<file path="config.mk">
export PLATFORM = sky130hd
export DESIGN_NAME = acc_c_responder_flat
export DESIGN_NICKNAME = d
export VERILOG_FILES = /design/src/rtl/acc_c_responder_pkg.sv /design/src/rtl/acc_c_responder_if.sv /design/src/rtl/acc_c_id_fifo.sv /design/src/rtl/acc_c_responder.sv /design/src/flat_wrapper.sv
export SDC_FILE = /design/constraint.sdc
export NUM_CORES = 1
export LEC_CHECK = 0
export CORE_MARGIN = 8
export CORE_UTILIZATION = 32
export DETAILED_ROUTE_END_ITERATION = 8
export MAX_ROUTING_LAYER = met4
export PLACE_DENSITY = 0.91
export SLEW_MARGIN = 20
export SYNTH_ARGS = -nofsm -noshare
export SYNTH_HDL_FRONTEND = slang
export SYNTH_SLANG_ARGS = --single-unit
</file>
<file path="constraint.sdc">
create_clock -name clk_i -period 2.8 [get_ports clk_i]
set_input_delay 0.42 -clock clk_i [delete_from_list [all_inputs] [get_ports clk_i]]
set_output_delay 0.42 -clock clk_i [all_outputs]
set_load 0.01 [all_outputs]
</file>
<file path="src/rtl/acc_c_responder_pkg.sv">
// Shared types and helpers for the ACC_C accelerator-side responder.
package acc_c_responder_pkg;

    // Width of an index/counter able to hold values 0..n-1 (never less than 1 bit).
    function automatic int unsigned idx_width(input int unsigned n);
        return (n > 1) ? $clog2(n) : 1;
    endfunction

    // Which source loads the response register in a given cycle.
    typedef enum logic [1:0] {
        SRC_NONE = 2'd0,
        SRC_CORE = 2'd1,
        SRC_DROP = 2'd2
    } rsp_src_e;

endpackage

</file>
<file path="src/rtl/acc_c_responder_if.sv">
// Request, response and core-side signals of one acc_c_responder instance.
// Valid/ready: a transfer happens on a clock edge where valid and ready are both 1;
// a source holds valid and keeps its payload stable until that edge.
interface acc_c_responder_if #(
    parameter int unsigned DataWidth     = 32,
    parameter int unsigned HierAddrWidth = 1,
    parameter int unsigned AccAddrWidth  = 2,
    parameter int unsigned ExtIdWidth    = 2
);
    logic                                  q_valid_i;
    logic                                  q_ready_o;
    logic [HierAddrWidth+AccAddrWidth-1:0] q_addr_i;
    logic [31:0]                           q_instr_i;
    logic [DataWidth-1:0]                  q_rs1_i;
    logic [DataWidth-1:0]                  q_rs2_i;
    logic [ExtIdWidth-1:0]                 q_id_i;
    logic                                  p_valid_o;
    logic                                  p_ready_i;
    logic [DataWidth-1:0]                  p_data_o;
    logic                                  p_error_o;
    logic [ExtIdWidth-1:0]                 p_id_o;
    logic                                  core_req_valid_o;
    logic                                  core_req_ready_i;
    logic [31:0]                           core_instr_o;
    logic [DataWidth-1:0]                  core_rs1_o;
    logic [DataWidth-1:0]                  core_rs2_o;
    logic                                  core_rsp_valid_i;
    logic                                  core_rsp_ready_o;
    logic [DataWidth-1:0]                  core_rsp_data_i;
    logic                                  core_rsp_error_i;
    logic                                  overflow_o;

    // master: the environment (requester side plus accelerator core).
    modport master (
        output q_valid_i, q_addr_i, q_instr_i, q_rs1_i, q_rs2_i, q_id_i,
        output p_ready_i, core_req_ready_i,
        output core_rsp_valid_i, core_rsp_data_i, core_rsp_error_i,
        input  q_ready_o, p_valid_o, p_data_o, p_error_o, p_id_o,
        input  core_req_valid_o, core_instr_o, core_rs1_o, core_rs2_o,
        input  core_rsp_ready_o, overflow_o
    );

    // slave: the responder itself.
    modport slave (
        input  q_valid_i, q_addr_i, q_instr_i, q_rs1_i, q_rs2_i, q_id_i,
        input  p_ready_i, core_req_ready_i,
        input  core_rsp_valid_i, core_rsp_data_i, core_rsp_error_i,
        output q_ready_o, p_valid_o, p_data_o, p_error_o, p_id_o,
        output core_req_valid_o, core_instr_o, core_rs1_o, core_rs2_o,
        output core_rsp_ready_o, overflow_o
    );
endinterface

</file>
<file path="src/rtl/acc_c_id_fifo.sv">
// In-order FIFO of outstanding request IDs; Depth must be a power of two.
module acc_c_id_fifo
    import acc_c_responder_pkg::*;
#(
    parameter int unsigned Depth   = 4,
    parameter type         entry_t = logic
) (
    input  logic   clk_i,
    input  logic   rst_i,
    input  logic   push,
    input  entry_t wdata,
    input  logic   pop,
    output entry_t head,
    output logic   full,
    output logic   empty
);
    localparam int unsigned PtrW = idx_width(Depth);
    localparam int unsigned CntW = idx_width(Depth + 1);

    entry_t            mem [Depth];
    logic [PtrW-1:0]   wr_ptr;
    logic [PtrW-1:0]   rd_ptr;
    logic [CntW-1:0]   count;
    logic              do_push;
    logic              do_pop;

    assign full    = (count == CntW'(Depth));
    assign empty   = (count == '0);
    assign do_push = push && !full;
    assign do_pop  = pop && !empty;
    assign head    = mem[rd_ptr];

    always_ff @(posedge clk_i) begin
        if (do_push) mem[wr_ptr] <= wdata;
    end

    // Pointers wrap naturally because Depth is a power of two.
    always_ff @(posedge clk_i) begin
        if (rst_i) begin
            wr_ptr <= '0;
            rd_ptr <= '0;
            count  <= '0;
        end else begin
            if (do_push) wr_ptr <= wr_ptr + PtrW'(1);
            if (do_pop)  rd_ptr <= rd_ptr + PtrW'(1);
            case ({do_push, do_pop})
                2'b10:   count <= count + CntW'(1);
                2'b01:   count <= count - CntW'(1);
                default: count <= count;
            endcase
        end
    end
endmodule

</file>
<file path="src/rtl/acc_c_responder.sv">
// ACC_C accelerator-side endpoint: forwards operands to the core, re-attaches IDs to in-order results.
// Optional level check (drop + error response for foreign-level requests): ACC_C_RESPONDER_LEVEL_CHECK_EN.
module acc_c_responder
    import acc_c_responder_pkg::*;
#(
    parameter int unsigned DataWidth      = 32,
    parameter int unsigned HierAddrWidth  = 1,
    parameter int unsigned AccAddrWidth   = 2,
    parameter int unsigned HierLevel      = 0,
    parameter int unsigned ExtIdWidth     = 2,
    parameter int unsigned MaxOutstanding = 4
) (
    input  logic               clk_i,
    input  logic               rst_i,
    acc_c_responder_if.slave   bus
);
    typedef struct packed {
        logic [ExtIdWidth-1:0] id;
        logic                  drop;
    } id_entry_t;

    id_entry_t             push_entry;
    id_entry_t             head;
    logic                  full;
    logic                  empty;
    logic                  push;
    logic                  pop;
    logic                  level_ok;
    logic                  q_ready;
    logic                  out_free;
    rsp_src_e              rsp_src;

    logic                  p_valid_q;
    logic [DataWidth-1:0]  p_data_q;
    logic                  p_error_q;
    logic [ExtIdWidth-1:0] p_id_q;
    logic                  overflow_q;

`ifdef ACC_C_RESPONDER_LEVEL_CHECK_EN
    localparam logic [HierAddrWidth-1:0] LevelCfg = HierAddrWidth'(HierLevel);
    assign level_ok = (bus.q_addr_i[HierAddrWidth+AccAddrWidth-1:AccAddrWidth] == LevelCfg);
`else
    assign level_ok = 1'b1;
`endif

    // Request path is pure combinational pass-through; readiness never depends on a pop.
    assign q_ready              = !full && (bus.core_req_ready_i || !level_ok);
    assign bus.q_ready_o        = q_ready;
    assign bus.core_req_valid_o = bus.q_valid_i && !full && level_ok;
    assign bus.core_instr_o     = bus.q_instr_i;
    assign bus.core_rs1_o       = bus.q_rs1_i;
    assign bus.core_rs2_o       = bus.q_rs2_i;

    assign push       = bus.q_valid_i && q_ready;
    assign push_entry = '{id: bus.q_id_i, drop: !level_ok};

    acc_c_id_fifo #(
        .Depth   (MaxOutstanding),
        .entry_t (id_entry_t)
    ) u_id_fifo (
        .clk_i (clk_i),
        .rst_i (rst_i),
        .push  (push),
        .wdata (push_entry),
        .pop   (pop),
        .head  (head),
        .full  (full),
        .empty (empty)
    );

    assign out_free             = !p_valid_q || bus.p_ready_i;
    assign bus.core_rsp_ready_o = out_free && !empty && !head.drop;

    // A dropped head entry is answered locally, without waiting for the core.
    always_comb begin
        rsp_src = SRC_NONE;
        if (!empty && out_free) begin
            if (head.drop)                 rsp_src = SRC_DROP;
            else if (bus.core_rsp_valid_i) rsp_src = SRC_CORE;
        end
    end

    assign pop = (rsp_src != SRC_NONE);

    always_ff @(posedge clk_i) begin
        if (rst_i) begin
            p_valid_q  <= 1'b0;
            p_data_q   <= '0;
            p_error_q  <= 1'b0;
            p_id_q     <= '0;
            overflow_q <= 1'b0;
        end else begin
            case (rsp_src)
                SRC_CORE: begin
                    p_valid_q <= 1'b1;
                    p_data_q  <= bus.core_rsp_data_i;
                    p_error_q <= bus.core_rsp_error_i;
                    p_id_q    <= head.id;
                end
                SRC_DROP: begin
                    p_valid_q <= 1'b1;
                    p_data_q  <= '0;
                    p_error_q <= 1'b1;
                    p_id_q    <= head.id;
                end
                default: begin
                    if (bus.p_ready_i) p_valid_q <= 1'b0;
                end
            endcase
            if (bus.core_rsp_valid_i && empty) overflow_q <= 1'b1;
        end
    end

    assign bus.p_valid_o  = p_valid_q;
    assign bus.p_data_o   = p_data_q;
    assign bus.p_error_o  = p_error_q;
    assign bus.p_id_o     = p_id_q;
    assign bus.overflow_o = overflow_q;
endmodule

</file>
<file path="src/flat_wrapper.sv">
// flat-port wrapper written by rule: the top's interface ports become plain ports
module acc_c_responder_flat import acc_c_responder_pkg::*;
#(
    parameter int unsigned DataWidth      = 32,
    parameter int unsigned HierAddrWidth  = 1,
    parameter int unsigned AccAddrWidth   = 2,
    parameter int unsigned HierLevel      = 0,
    parameter int unsigned ExtIdWidth     = 2,
    parameter int unsigned MaxOutstanding = 4
)
  (clk_i, rst_i, bus_q_valid_i, bus_q_addr_i, bus_q_instr_i, bus_q_rs1_i, bus_q_rs2_i, bus_q_id_i, bus_p_ready_i, bus_core_req_ready_i, bus_core_rsp_valid_i, bus_core_rsp_data_i, bus_core_rsp_error_i, bus_q_ready_o, bus_p_valid_o, bus_p_data_o, bus_p_error_o, bus_p_id_o, bus_core_req_valid_o, bus_core_instr_o, bus_core_rs1_o, bus_core_rs2_o, bus_core_rsp_ready_o, bus_overflow_o);
  acc_c_responder_if #(.DataWidth(DataWidth), .HierAddrWidth(HierAddrWidth), .AccAddrWidth(AccAddrWidth), .ExtIdWidth(ExtIdWidth)) bus_i ();
  input  logic clk_i;
  input  logic rst_i;
  input wire logic [$bits(bus_i.q_valid_i)-1:0] bus_q_valid_i;
  input wire logic [$bits(bus_i.q_addr_i)-1:0] bus_q_addr_i;
  input wire logic [$bits(bus_i.q_instr_i)-1:0] bus_q_instr_i;
  input wire logic [$bits(bus_i.q_rs1_i)-1:0] bus_q_rs1_i;
  input wire logic [$bits(bus_i.q_rs2_i)-1:0] bus_q_rs2_i;
  input wire logic [$bits(bus_i.q_id_i)-1:0] bus_q_id_i;
  input wire logic [$bits(bus_i.p_ready_i)-1:0] bus_p_ready_i;
  input wire logic [$bits(bus_i.core_req_ready_i)-1:0] bus_core_req_ready_i;
  input wire logic [$bits(bus_i.core_rsp_valid_i)-1:0] bus_core_rsp_valid_i;
  input wire logic [$bits(bus_i.core_rsp_data_i)-1:0] bus_core_rsp_data_i;
  input wire logic [$bits(bus_i.core_rsp_error_i)-1:0] bus_core_rsp_error_i;
  output wire logic [$bits(bus_i.q_ready_o)-1:0] bus_q_ready_o;
  output wire logic [$bits(bus_i.p_valid_o)-1:0] bus_p_valid_o;
  output wire logic [$bits(bus_i.p_data_o)-1:0] bus_p_data_o;
  output wire logic [$bits(bus_i.p_error_o)-1:0] bus_p_error_o;
  output wire logic [$bits(bus_i.p_id_o)-1:0] bus_p_id_o;
  output wire logic [$bits(bus_i.core_req_valid_o)-1:0] bus_core_req_valid_o;
  output wire logic [$bits(bus_i.core_instr_o)-1:0] bus_core_instr_o;
  output wire logic [$bits(bus_i.core_rs1_o)-1:0] bus_core_rs1_o;
  output wire logic [$bits(bus_i.core_rs2_o)-1:0] bus_core_rs2_o;
  output wire logic [$bits(bus_i.core_rsp_ready_o)-1:0] bus_core_rsp_ready_o;
  output wire logic [$bits(bus_i.overflow_o)-1:0] bus_overflow_o;
  assign bus_i.q_valid_i = bus_q_valid_i;
  assign bus_i.q_addr_i = bus_q_addr_i;
  assign bus_i.q_instr_i = bus_q_instr_i;
  assign bus_i.q_rs1_i = bus_q_rs1_i;
  assign bus_i.q_rs2_i = bus_q_rs2_i;
  assign bus_i.q_id_i = bus_q_id_i;
  assign bus_i.p_ready_i = bus_p_ready_i;
  assign bus_i.core_req_ready_i = bus_core_req_ready_i;
  assign bus_i.core_rsp_valid_i = bus_core_rsp_valid_i;
  assign bus_i.core_rsp_data_i = bus_core_rsp_data_i;
  assign bus_i.core_rsp_error_i = bus_core_rsp_error_i;
  assign bus_q_ready_o = bus_i.q_ready_o;
  assign bus_p_valid_o = bus_i.p_valid_o;
  assign bus_p_data_o = bus_i.p_data_o;
  assign bus_p_error_o = bus_i.p_error_o;
  assign bus_p_id_o = bus_i.p_id_o;
  assign bus_core_req_valid_o = bus_i.core_req_valid_o;
  assign bus_core_instr_o = bus_i.core_instr_o;
  assign bus_core_rs1_o = bus_i.core_rs1_o;
  assign bus_core_rs2_o = bus_i.core_rs2_o;
  assign bus_core_rsp_ready_o = bus_i.core_rsp_ready_o;
  assign bus_overflow_o = bus_i.overflow_o;
  acc_c_responder #(.DataWidth(DataWidth), .HierAddrWidth(HierAddrWidth), .AccAddrWidth(AccAddrWidth), .HierLevel(HierLevel), .ExtIdWidth(ExtIdWidth), .MaxOutstanding(MaxOutstanding)) u_core (.clk_i(clk_i), .rst_i(rst_i), .bus(bus_i));
endmodule
</file>
==> run metrics, run 1 <==
total gr overflow=0; cells after synthesis=about 340; clk slew on worst S/H paths=about 0.09 ns; core box area=between 9000 and 10,000 um^2; EDFF count, synth=8; final setup TNS=0 ns; sequential area share after synthesis=a little over a third; Worst-Margin Slew=~0.46 ns; Vias=~2,300; syn avg cell area=9.10 um^2; status=finished clean; net count reported at finish=about 450; Synthesized Nets=about 480; min cycle time layout=between 2 and 2.5 ns; vias in the first global route=between 2,000 and 2,500; Num CTS Buffers=5; commonest non-fill, non-tap cell in the layout=clkdlybuf4s50_1; die area=13,000 um^2; Fin Clk Skew=approximately 0.0046 ns; FP Rows=35; ant diodes=0; residual DRC count=0; Pre-Repair DR Iteration Count=4; fill count=about 960; flops & latches, synth=52; Post-Syn Area=around 3100 um^2; Post-CTS Resized=0; first-pass GRT wire length=~13,000 um; hold path cells=2; final max-slew violation count=0; gr usage total=13.0%; die width=roughly 110 um; f_max=around 420 MHz; Post-DP Area=between 3000 and 4000 um^2; CTS sink cnt=52; fin crit share=between 80% and 90%; Crit Path Category=reg -> out; hold_buf cts=0; Max IR drop VDD=~0.74 mV; I/O Buffers=80; largest net degree at the start of global routing=40; Reg2Reg Depth=9; Max-Slew Margin vs Limit=between 60% and 70%; Area Overhead vs Synth=7.48%; Pwr Density=829 nW/um^2; RSZ-0062 raised after global routing=false; initial DRC count=218; Clock Path Buffers=2; WL final=8940 um; H-tree levels=2; Hold Fails Final Rpt=0; ys async rst share=0%; Crit path required time=2.38 ns; Top Ports=around 280; antenna violations before repair=0; Routed Antenna Nets=0; clk root buf=clkbuf_8; ratio of cells with drive above 1 in the final layout=under 10%; Setup Buffers After CTS=0; clk_lat worst skew=about 0.30 ns; DIE HEIGHT=~110 um; Setup crit start kind=flip-flop; Final Wtd Congestion=0.806; Vias/cell=around 5.4; Worst setup EP type=output port; initial core utilization=roughly 33%; setup violators final=0; leakage power=approximately 0.0011 uW; Critical Path AT=about 1.9 ns; Final HPWL DP=~6600 um; CTS tree=yes; maxcap violations=0; Synth warnings=0; CP Max Fanout=39; routed len/inst=between 20 and 25 um; HP Class=in -> reg; cell area after layout=between 3000 and 4000 um^2; Primary FF master, synth=dfxtp_1; Yosys cell types=30; most frequent cells in the layout=clkdlybuf4s50_1, dfxtp_1, a21oi_1
==> path summary, 6_finish.rpt <==
kind,start,endpoint,slack [ns]
max,u_core.u_id_fifo.count[0],bus_core_rsp_ready_o,0.44
min,rst_i,u_core.u_id_fifo.count[2],0.42
max reg2reg,u_core.u_id_fifo.count[2],u_core.u_id_fifo.count[2],0.49
min reg2reg,u_core.bus.p_data_o[30],u_core.bus.p_data_o[30],0.47
==> layer usage <==
layer / up-vias / global-route usage [%] / share of wire (%)
met4: 0 / 5.50 / 3.3
li1: 1046 / - / -
met5: - / - / 0
met1: 1115 / 11.2 / 32
met3: 24 / 6.33 / 12
met2: 161 / 23.5 / 52
==> synth_stat cells, types with 2 or more instances <==
library cell	n	area, um^2
nand4_1	35	219
or3_1	2	12.5
clkbuf_1	10	37.5
buf_1	5	18.8
nand2b_1	3	18.8
a21boi_0	2	15.0
a21oi_1	39	195
xor2_1	2	17.5
nor2b_1	2	12.5
dfxtp_1	44	881
o31ai_1	36	270
mux2_1	2	22.5
edfxtp_1	8	240
nor2_1	10	37.5
inv_1	8	30.0
buf_4	98	736
and2_1	4	25.0
buf_2	7	35.0
ha_1	5	62.6
mux4_2	2	45.0
buf_6	5	56.3
==> per-stage QoR <==
step	total power, uW	setup slack (ns)	hold slack (ns)	util (%)	std cells
2_1_floorplan	2050	0.577	0.482	-	338
3_3_place_gp	2290	0.338	0.451	34.7	430
3_5_place_dp	2350	0.291	0.460	34.7	430
5_1_grt	2930	0.323	0.416	35.6	438
4_1_cts	2760	0.429	0.404	35.6	438
6_report	2740	0.439	0.419	35.6	438
==> kinds of logic after synthesis <==
family	Yosys count	synth area share, %
AO/OA/AOI/OAI	80	16.4
XOR/XNOR	2	0.569
adder cells (fa/ha/maj)	6	2.68
buffers and inverters	133	29.7
flip-flops	52	36.4
multiplexers	5	2.52
AND/OR/NAND/NOR	60	11.7
==> layout make-up <==
class	instances	area [um^2]	share of cell area (%)
Sequential cell	52	1120	33.9
Clock inverter	3	13.8	0.416
Timing Repair Buffer	88	856	25.9
Clock buffer	5	68.8	2.08
Inverter	8	30.0	0.908
Multi-Input combinational cell	153	1060	31.9
Tap cell	129	161	4.88
==> sequential cells by signal, summed over array words and instances, names as in the netlist <==
register / cells
u_core.u_id_fifo.mem: 8
u_core.bus.overflow_o: 1
u_core.bus.p_valid_o: 1
u_core.bus.p_data_o: 32
u_core.u_id_fifo.count: 3
u_core.bus.p_id_o: 2
u_core.u_id_fifo.wr_ptr: 2
u_core.bus.p_error_o: 1
u_core.u_id_fifo.rd_ptr: 2
==> critical path: stages, from the launching register on <==
cell             delay (ns)
dfxtp_1                0.39
nor3_4                 0.22
buf_4                  0.43
nor2_1                 0.10
clkdlybuf4s50_1        0.49
==> where the power goes <==
part / total, uW / switching, uW / internal, uW
clock: 412 / 241 / 170
combinational: 1310 / 757 / 549
sequential: 1020 / 113 / 911
total: 2740 / 1110 / 1630
Power figures use the tool's default switching activity.
==> run 2: changes to the inputs <==
--- a/config.mk
+++ b/config.mk
@@ -6,10 +6,10 @@
 export NUM_CORES = 1
 export LEC_CHECK = 0
 export CORE_MARGIN = 8
-export CORE_UTILIZATION = 32
+export CORE_UTILIZATION = 29
 export DETAILED_ROUTE_END_ITERATION = 8
 export MAX_ROUTING_LAYER = met4
-export PLACE_DENSITY = 0.91
+export PLACE_DENSITY = 0.87
 export SLEW_MARGIN = 20
 export SYNTH_ARGS = -nofsm -noshare
 export SYNTH_HDL_FRONTEND = slang
==> constraint.sdc (replaced) <==
create_clock -name clk_i -period 2.1 [get_ports clk_i]
set_input_delay 0.315 -clock clk_i [delete_from_list [all_inputs] [get_ports clk_i]]
set_output_delay 0.315 -clock clk_i [all_outputs]
set_load 0.01 [all_outputs]
==> run metrics, run 2 (synthesis results as in run 1) <==
Reg2Reg Depth=9; final setup TNS=0 ns; DIE HEIGHT=around 120 um; clk slew on worst S/H paths=around 0.10 ns; gr usage total=between 10 and 15%; clk root buf=clkbuf_8; Pwr Density=1130 nW/um^2; status=finished clean; largest net degree at the start of global routing=39; initial DRC count=between 150 and 200; HP Class=in -> reg; I/O Buffers=80; final hold slack=between 0.4 and 0.5 ns; core box area=about 10,000 um^2; FP Rows=37; f_max=roughly 490 MHz; routed len/inst=roughly 18 um; FF-to-FF Start=u_core.u_id_fifo.count[2]; maxcap violations=0; total chip power=around 3900 uW; final std cells w/o fill=~450; RSZ-0062 raised after global routing=true; reg2reg setup slack=about 0.055 ns; Hold Fails Final Rpt=0; antenna violations before repair=0; Area Overhead vs Synth=11.1%; Top Ports=approximately 280; Routed Antenna Nets=0; clk_lat worst skew=0.30 ns; Num CTS Buffers=5; commonest non-fill, non-tap cell in the layout=clkdlybuf4s50_1; Final HPWL DP=between 5000 and 6000 um; fin crit share=a little under 100%; H-tree levels=2; die area=14,200 um^2; Max-Slew Margin vs Limit=64.9%; CTS tree=yes; ratio of cells with drive above 1 in the final layout=between 10% and 20%; min cycle time layout=roughly 2.0 ns; first-pass GRT wire length=around 13,000 um; leakage power=~0.0011 uW; max FFs per register=32; Vias=between 2,000 and 2,500; net count reported at finish=461; die width=about 120 um; CP Max Fanout=3; CTS sink cnt=52; initial core utilization=around 30%; Crit path required time=2.33 ns; WL final=a little over 8000 um; residual DRC count=0; Setup crit start kind=flip-flop; Critical Path End=u_core.u_id_fifo.count[2]; fill count=~1,000; Critical Path AT=2.28 ns; Pre-Repair DR Iteration Count=4; Crit Path Category=reg -> reg; Final Wtd Congestion=roughly 0.70; crit path from=u_core.u_id_fifo.count[2]; dpl cells=between 400 and 500; setup violators final=0; Worst setup EP type=flip-flop; Vias/cell=between 5 and 6; most frequent cells in the layout=clkdlybuf4s50_1, dfxtp_1, a21oi_1; final max-slew violation count=0; vias in the first global route=2,392; R2R Path End=u_core.u_id_fifo.count[2]; total gr overflow=0; Clock Path Buffers=2; ant diodes=0; Fin Clk Skew=~0.0038 ns; hold path startpoint=rst_i; Max IR drop VDD=approximately 0.52 mV; Worst-Margin Slew=about 0.53 ns
-- run 2: changes by cell type in the layout (fill, tap and decap cells not counted), moves of 2 or more --
cell and delta:
buf_4 +6, dfxtp_4 +2, clkinv_2 -2, dfxtp_1 -3
-- run 2: stage by stage --
step / util, % / area (um^2) / setup WS (ns)
5_1_grt: 33.1 / 3420 / -0.0477
4_1_cts: 32.9 / 3400 / 0.00869
6_report: 33.1 / 3420 / 0.0547
3_3_place_gp: 31.8 / 3290 / -0.189
3_5_place_dp: 31.8 / 3290 / -0.316
2_1_floorplan: - / 3110 / 0.00568
-- run 2: routing by layer --
metal  up-vias  routed length, um  GRT usage, %
met1      1081               2960          9.99
met5         -                  0             -
met3        44                850          5.20
li1       1058                  -             -
met4         0                341          6.17
met2       132               3980          19.2
-- run 2: worst max-delay path: stages (launching register included) --
cell and delay (ns):
dfxtp_4 0.37, inv_1 0.04, o311a_1 0.36, inv_1 0.07, ha_2 0.16, inv_1 0.05, fa_2 0.32, xor2_1 0.16
or3_1 0.33, a21oi_2 0.12
-- run 2: layout make-up --
cell class / count / area (um^2) / area share (%)
Clock buffer: 5 / 68.8 / 2.01
Inverter: 8 / 30.0 / 0.879
Sequential cell: 52 / 1130 / 33.1
Timing Repair Buffer: 95 / 921 / 26.9
Tap cell: 136 / 170 / 4.98
Multi-Input combinational cell: 153 / 1070 / 31.3
Clock inverter: 3 / 27.5 / 0.806
-- run 2: what timing repair did --
| action | 4_1_cts | 5_1_grt |
|---|---|---|
| endpoints found under the setup margin | 1 | 1 |
| hold buffers | 0 | 0 |
| resized for setup | 1 | 3 |
| pin swaps | 1 | 1 |
| setup buffers | 2 | 1 |
-- run 2: worst min path at each step --
stage / endpoint / cells past startpoint
floorplan: u_core.u_id_fifo.mem[0][0] / 0
global placement: u_core.bus.overflow_o / 2
detailed placement: u_core.bus.p_data_o[23] / 2
CTS: u_core.u_id_fifo.count[0] / 2
global route: u_core.u_id_fifo.count[0] / 2
finish: u_core.u_id_fifo.count[0] / 2
-- run 2: power breakdown --
part           internal, uW  switching, uW  leakage, uW  total, uW
sequential             1220            141     0.000433       1370
clock                   246            364    0.0000463        610
combinational           815           1060     0.000658       1880
total                  2290           1570      0.00114       3850
